[src/rtl/cla_pkg.sv]
// rtl/cla_pkg.sv - shared constants for the 16-bit two-level carry-lookahead adder
package cla_pkg;

    localparam int WIDTH      = 16;
    localparam int GROUP      = 4;
    localparam int NUM_GROUPS = WIDTH / GROUP;

endpackage : cla_pkg

[src/rtl/cla_group4.sv]
// rtl/cla_group4.sv - 4-bit lookahead group: sum bits plus group generate/propagate
module cla_group4
    import cla_pkg::*;
(
    input  logic [GROUP-1:0] a,
    input  logic [GROUP-1:0] b,
    input  logic             c_in,
    output logic [GROUP-1:0] s,
    output logic             gg,
    output logic             gp
);

    logic [GROUP-1:0] g;
    logic [GROUP-1:0] p;
    logic [GROUP-1:0] c;

    assign g = a & b;
    assign p = a ^ b;

    // Each internal carry is a flat sum of products of g/p and c_in, never chained.
    always_comb begin
        c[0] = c_in;
        c[1] = g[0]
             | (p[0] & c_in);
        c[2] = g[1]
             | (p[1] & g[0])
             | (p[1] & p[0] & c_in);
        c[3] = g[2]
             | (p[2] & g[1])
             | (p[2] & p[1] & g[0])
             | (p[2] & p[1] & p[0] & c_in);
    end

    assign gg = g[3]
              | (p[3] & g[2])
              | (p[3] & p[2] & g[1])
              | (p[3] & p[2] & p[1] & g[0]);
    assign gp = &p;

    assign s = p ^ c;

endmodule : cla_group4

[src/rtl/carry_lookahead_16bit.sv]
// rtl/carry_lookahead_16bit.sv - registered 16-bit two-level carry-lookahead adder
module carry_lookahead_16bit
    import cla_pkg::*;
(
    input  logic             clk,
    input  logic             rst_n,
    input  logic             in_valid,
    input  logic [WIDTH-1:0] a,
    input  logic [WIDTH-1:0] b,
    input  logic             cin,
    output logic             out_valid,
    output logic [WIDTH-1:0] sum,
    output logic             cout
);

    logic [NUM_GROUPS-1:0] gg;
    logic [NUM_GROUPS-1:0] gp;
    logic [NUM_GROUPS-1:0] grp_cin;
    logic                  c4;
    logic                  c8;
    logic                  c12;
    logic                  c16;

    logic [WIDTH-1:0]      sum_d;
    logic [WIDTH-1:0]      sum_q;
    logic                  cout_d;
    logic                  cout_q;
    logic                  valid_d;
    logic                  valid_q;

    for (genvar k = 0; k < NUM_GROUPS; k++) begin : g_grp
        cla_group4 u_grp (
            .a    (a[k*GROUP +: GROUP]),
            .b    (b[k*GROUP +: GROUP]),
            .c_in (grp_cin[k]),
            .s    (sum_d[k*GROUP +: GROUP]),
            .gg   (gg[k]),
            .gp   (gp[k])
        );
    end

    // Second-level carries: each one depends only on GG/GP and cin.
    assign c4  = gg[0]
               | (gp[0] & cin);
    assign c8  = gg[1]
               | (gp[1] & gg[0])
               | (gp[1] & gp[0] & cin);
    assign c12 = gg[2]
               | (gp[2] & gg[1])
               | (gp[2] & gp[1] & gg[0])
               | (gp[2] & gp[1] & gp[0] & cin);
    assign c16 = gg[3]
               | (gp[3] & gg[2])
               | (gp[3] & gp[2] & gg[1])
               | (gp[3] & gp[2] & gp[1] & gg[0])
               | (gp[3] & gp[2] & gp[1] & gp[0] & cin);

    assign grp_cin = {c12, c8, c4, cin};

    assign cout_d  = c16;
    assign valid_d = in_valid;

    // Capture every cycle; in_valid only qualifies the result, it never gates it.
    always_ff @(posedge clk or negedge rst_n) begin
        if (!rst_n) begin
            sum_q   <= '0;
            cout_q  <= 1'b0;
            valid_q <= 1'b0;
        end else begin
            sum_q   <= sum_d;
            cout_q  <= cout_d;
            valid_q <= valid_d;
        end
    end

    assign sum       = sum_q;
    assign cout      = cout_q;
    assign out_valid = valid_q;

endmodule : carry_lookahead_16bit

[config.mk]
export PLATFORM = sky130hd
export DESIGN_NAME = carry_lookahead_16bit
export DESIGN_NICKNAME = d
export VERILOG_FILES = /design/src/rtl/cla_pkg.sv /design/src/rtl/cla_group4.sv /design/src/rtl/carry_lookahead_16bit.sv
export SDC_FILE = /design/constraint.sdc
export NUM_CORES = 1
export LEC_CHECK = 0
export BUFFER_PORTS_ARGS = -buffer_cell sky130_fd_sc_hd__buf_2
export CORE_MARGIN = 2
export CORE_UTILIZATION = 50
export DETAILED_ROUTE_END_ITERATION = 10
export PLACE_DENSITY_LB_ADDON = 0.15
export SKIP_CTS_REPAIR_TIMING = 1
export SLEW_MARGIN = 20
export SYNTH_ARGS = -nofsm -noshare
export SYNTH_HDL_FRONTEND = slang
export SYNTH_SLANG_ARGS = --single-unit
[constraint.sdc]
create_clock -name clk -period 0.8 [get_ports clk]
set_input_delay 0 -clock clk [delete_from_list [all_inputs] [get_ports clk]]
set_output_delay 0 -clock clk [all_outputs]
set_load 0.01 [all_outputs]
==> results of run 1 <==
## critical path: cells and delay by family
family	cells	cell delay, ns
AOI/OAI and AO/OA	4	0.88
and+or+nand+nor	1	0.11
xor gates and xnor gates	1	0.16
buffers and inverters	1	0.10
adders and majority gates	2	0.59
## per-stage QoR
stage               std cells  setup TNS, ns  instance area (um2)
floorplan                 109         -7.512                 1305
global placement          220         -11.39                 1831
detailed placement        220         -12.21                 1831
CTS                       224         -7.529                 1867
global route              227         -8.839                 2085
finish                    227         -7.733                 2085
## cells by family after synthesis
logic type | share of synthesized area, %
AO/OA/AOI/OAI | 17.66
adder cells (fa/ha/maj) | 23.83
AND/OR/NAND/NOR | 8.620
flip-flops | 38.30
buffers and inverters | 4.149
XOR/XNOR | 7.446
## cell type report
| class | count | area (um2) |
|---|---|---|
| clock buffer | 4 | 36.28 |
| fill | 71 | 127.6 |
| inverter | 13 | 48.80 |
| multi-input combinational | 78 | 918.4 |
| sequential | 18 | 450.4 |
| tap | 28 | 35.03 |
| timing repair buffer | 86 | 595.6 |
## metal layers
metal	global-route usage (%)	vias to the layer above	routed length (um)
met5	0	-	0
met4	6.838	0	270
met3	3.429	31	345
met2	49.58	98	2542
met1	30.87	662	1605
li1	-	578	-
## layout by cell type, fill, tap and decap left out, types with 2 or more instances in the layout
cell,n
buf_8,2
a21oi_2,2
inv_1,13
nor2_1,5
nand2_1,2
o21bai_1,2
xor2_1,5
buf_2,43
nor3_1,2
o21ai_2,3
xnor2_2,2
buf_6,10
xnor2_1,3
dfrtp_1,18
ha_4,9
clkbuf_4,3
buf_4,29
ha_1,6
dlygate4sd3_1,2
o211ai_1,4
fa_2,3
## registers in the layout, indices dropped and copies added, names as in the netlist
register,count
cout,1
out_valid,1
sum,16
## worst max-delay path by stage
stage | slack, ns | cells past startpoint | end
after floorplan | -0.92 | 8 | sum[13]$_DFF_PN0_
after global placement | -1.06 | 9 | sum[13]$_DFF_PN0_
after detailed placement | -1.12 | 9 | sum[13]$_DFF_PN0_
after CTS | -0.82 | 9 | sum[13]$_DFF_PN0_
after global routing | -0.88 | 9 | sum[13]$_DFF_PN0_
final | -0.84 | 9 | sum[13]$_DFF_PN0_
## power breakdown
part / total (mW) / switching (mW) / internal (mW) / leakage [nW]
clock network: 0.575 / 0.298 / 0.277 / 0.0210
registers: 1.14 / 0.0580 / 1.08 / 0.210
logic: 1.52 / 0.761 / 0.755 / 0.789
==> run summary, run 1 <==
Drt drc = 0
Slew @ Worst Pin = 0.3987 ns
Synth warn = 0
Clock buffer depth = 2
Initial antenna violation count = 0
Diode count = 0
Number of synthesized flops with an enable pin = 0
Pin count of the biggest net entering global routing = 19
Cell Pwr Density = 1551 nW/um2
CP max stage cell = fa_2
Total global-route track usage = 26.29%
CTS H-tree lvls = 1
Hold WS = 0.06946 ns
Worst min path class = input pin to flip-flop
Starting density of the core = 53.17%
Synthesized flop and latch total = 18
Leakage = 1.020 nW
Synthesized area = 1176 um2
Worst-path cell chain = buf_6, ha_4, a211oi_4, o21ai_2, o211a_1, o2111ai_2, nand2_1, fa_2, xor2_1
Num ports = 54
CTS Buf Count = 3
Sequential fraction of the synthesis area = 38.30%
DRT antenna net count = 0
Slowest stage delay, CP = 0.35 ns
Layout cells sized above 1 = 60.30%
Fin nets = 256
Final core occ = 94.23%
Worst-path clk slew = 0.11 ns
Dominant synthesized flop cell = dfrtp_1
Number of max-cap violations = 0
TritonCTS Sinks = 18
Max Freq = 608.2 MHz
Final Hold Fails = 0
Gate Count Post-Synth = 109
Nature of the critical path endpoint = flip-flop
Worst Setup SP = b[5]
Netlist cell types = 33
Main area contributors after synthesis = dfrtp_1 (38%), ha_1 (17%), fa_1 (6.8%)
Final Cycle Share = 205.5%
Type of origin of the critical path = input pin
# rows = 17
PortBufs = 53
Peak supply drop = 1201 uV
Setup slack after layout = -0.8442 ns
Syn avg cell area = 10.79 um2
Drt first pass iters = 4
Share of the synthesized area in the top cell type = 38.30%
Post-synth ARST share = 100.0%
Iter 0 DRT Violations = 47
Overall Power = 3.233 mW
Final setup vio count = 29
Slew headroom = 73.42%
DP HPWL = 2.667 mm
P&R area growth vs syn = 77.23%
Crit path time final = 1.644 ns
Most frequent cells after synthesis = dfrtp_1 (18), ha_1 (16), inv_1 (13), nor2_1 (6)
First-pass GRT wire length = 5.278 mm
Global placement routability congestion = 0.8031
Crit-path max FO = 3
Vias in the first global route = 1225
Largest area contributor in the netlist = dfrtp_1
Final Max Tran Viols = 0
Outcome = finished with violations
CTS tree = done
DIE HEIGHT = 52.50 um
Via Count = 1369
CP required = 1.00 ns
DR vias/cell = 6.031
Post-Syn Nets = 165
Core area = 2212 um2
Congestion Overflow GR = 0
Pre-CTS setup slack = -1.120 ns
Hold EP = sum[15]$_DFF_PN0_
CP arrival = 1.84 ns
Hold depth = 3
Unrepaired setup endpoints after global routing = yes
Chip width = 52.50 um
Critical setup path kind = input pin to flip-flop
Post-DR wirelength/cell = 20.99 um
Failing checks = negative setup slack
Top-count cell post-synth = dfrtp_1
CTS root buffer = clkbuf_4
Total routed wirelength = 4.764 mm
Die area = 2756 um2
Hold Crit Start = b[15]
No activity file was read; power rests on OpenSTA's default activity.
==> run 2, diff against run 1 <==
- PLACE_DENSITY: unset -> 0.88
- PLACE_DENSITY_LB_ADDON: 0.15 -> unset
==> run summary, run 2 (synthesis results as in run 1) <==
Slew @ Worst Pin = 0.4004 ns (+0.001744 ns)
Hold WS = 0.08926 ns (+0.01980 ns)
Congestion Overflow GR = 0 (unchanged)
Max Freq = 585.3 MHz (-3.8%)
Critical setup path kind = input pin to flip-flop
DP HPWL = 2.823 mm (+5.9%)
CTS tree = done
Starting density of the core = 53.17% (unchanged)
Cell Pwr Density = 1535 nW/um2 (-1.0%)
Post-DR wirelength/cell = 23.82 um (+14%)
CP arrival = 1.88 ns (+0.04 ns)
Final Max Tran Viols = 0 (unchanged)
Comb power frac = 51.6% (+4.7 points)
Nature of the critical path endpoint = flip-flop
Pre-CTS setup slack = -1.141 ns (-0.02081 ns)
Clock power frac = 13.3% (-4.5 points)
Failing checks = negative setup slack
CTS H-tree lvls = 1 (unchanged)
DIE HEIGHT = 52.50 um (unchanged)
Sequential share of power = 35.1% (-0.2 points)
Bufs and invs on worst path = 1 (unchanged)
Total global-route track usage = 28.66% (+2.4 points)
Crit-path max FO = 3 (unchanged)
DRT antenna net count = 0 (unchanged)
DR vias/cell = 6.350 (+5.3%)
Max reg flops = 16 (unchanged)
Core area = 2212 um2 (unchanged)
Overall Power = 3.299 mW (+2.0%)
Post-route insts no fill = 234 (+3.1%)
CP required = 0.97 ns (-0.03 ns)
Final Cycle Share = 213.6% (+8.0 points)
Placed insts = 222 (+0.91%)
Peak supply drop = 1529 uV (+27%)
# rows = 17 (unchanged)
Worst-path cell chain = buf_6, ha_4, a211oi_4, o21ai_2, o211a_1, o2111ai_2, nand2_1, fa_2, xor2_1
TritonCTS Sinks = 18 (unchanged)
Chip width = 52.50 um (unchanged)
Slowest stage delay, CP = 0.38 ns (+0.03 ns)
Outcome = finished with violations
Pin count of the biggest net entering global routing = 19 (unchanged)
Iter 0 DRT Violations = 89 (+89%)
Unrepaired setup endpoints after global routing = yes
Final core occ = 97.12% (+2.9 points)
Commonest non-fill, non-tap cell in the layout = buf_4
Drt first pass iters = 5 (+1)
Final setup vio count = 26 (-10%)
Sw power = 1.181 mW (+5.8%)
Num ports = 54 (unchanged)
Number of max-cap violations = 0 (unchanged)
Global placement routability congestion = 0.8156 (+1.6%)
P_int = 2.118 mW (about the same)
Setup slack after layout = -0.9085 ns (-0.06429 ns)
CTS root buffer = clkbuf_4
Worst min path class = input pin to flip-flop
Setup TNS = -9.439 ns (-1.705 ns)
Via Count = 1486 (+8.5%)
CP max stage cell = fa_2
Final Hold Fails = 0 (unchanged)
Fin nets = 264 (+3.1%)
Design Area, Final = 2148 um2 (+3.1%)
Worst-path clk slew = 0.10 ns (about the same)
PortBufs = 53 (unchanged)
Post-place instance area = 1846 um2 (+0.82%)
CTS Buf Count = 3 (unchanged)
Leakage = 1.050 nW (+3.0%)
Total routed wirelength = 5.575 mm (+17%)
Die area = 2756 um2 (unchanged)
Clock buffer depth = 2 (unchanged)
Initial antenna violation count = 0 (unchanged)
First-pass GRT wire length = 5.658 mm (+7.2%)
P&R area growth vs syn = 82.66%
Vias in the first global route = 1281 (+4.6%)
Crit path time final = 1.709 ns (+0.06429 ns)
Slew headroom = 73.19% (-0.23 points)
Layout cells sized above 1 = 63.11% (+2.8 points)
Diode count = 0 (unchanged)
Switching Share = 35.81% (+1.3 points)
Commonest non-fill, non-tap cells in the layout = buf_4 (39), buf_2 (38), dfrtp_1 (18), buf_6 (15), inv_1 (13)
Type of origin of the critical path = input pin
Drt drc = 0 (unchanged)
Top delay family on crit path = compound AO/OA/AOI/OAI gates
## run 2: cell types whose count changed in the layout (fill, tap and decap cells not counted), sizes merged
cell / delta
clkbuf: -1
buf: +8
## run 2: metal layers
metal	vias to the layer above	wire, um	global-route usage [%]
met5	-	0	0
li1	589	-	-
met2	149	2687	50.63
met4	0	490	19.23
met3	53	548	3.143
met1	695	1848	31.93
## run 2: path summary, 6_finish.rpt
check	from	end	cells past startpoint
setup / recovery	b[5]	sum[13]$_DFF_PN0_	9
hold / removal	b[15]	cout$_DFF_PN0_	3
max in group asynchronous	rst_n	sum[10]$_DFF_PN0_	2
min in group asynchronous	rst_n	sum[6]$_DFF_PN0_	2
## run 2: cell type report
class,instances,area (um2)
Multi-Input combinational cell,78,919.6
Clock buffer,3,22.52
Fill cell,35,63.81
Inverter,13,48.80
Timing Repair Buffer,94,671.9
Sequential cell,18,450.4
Tap cell,28,35.03
## run 2: power groups by stage
stage               logic (mW)  clock network, mW  registers (mW)
finish                    1.70              0.438            1.16
CTS                       1.28              0.430            1.13
floorplan                0.521                  0            1.25
global route              1.77              0.466            1.17
global placement          1.16                  0            1.14
detailed placement        1.26                  0            1.15
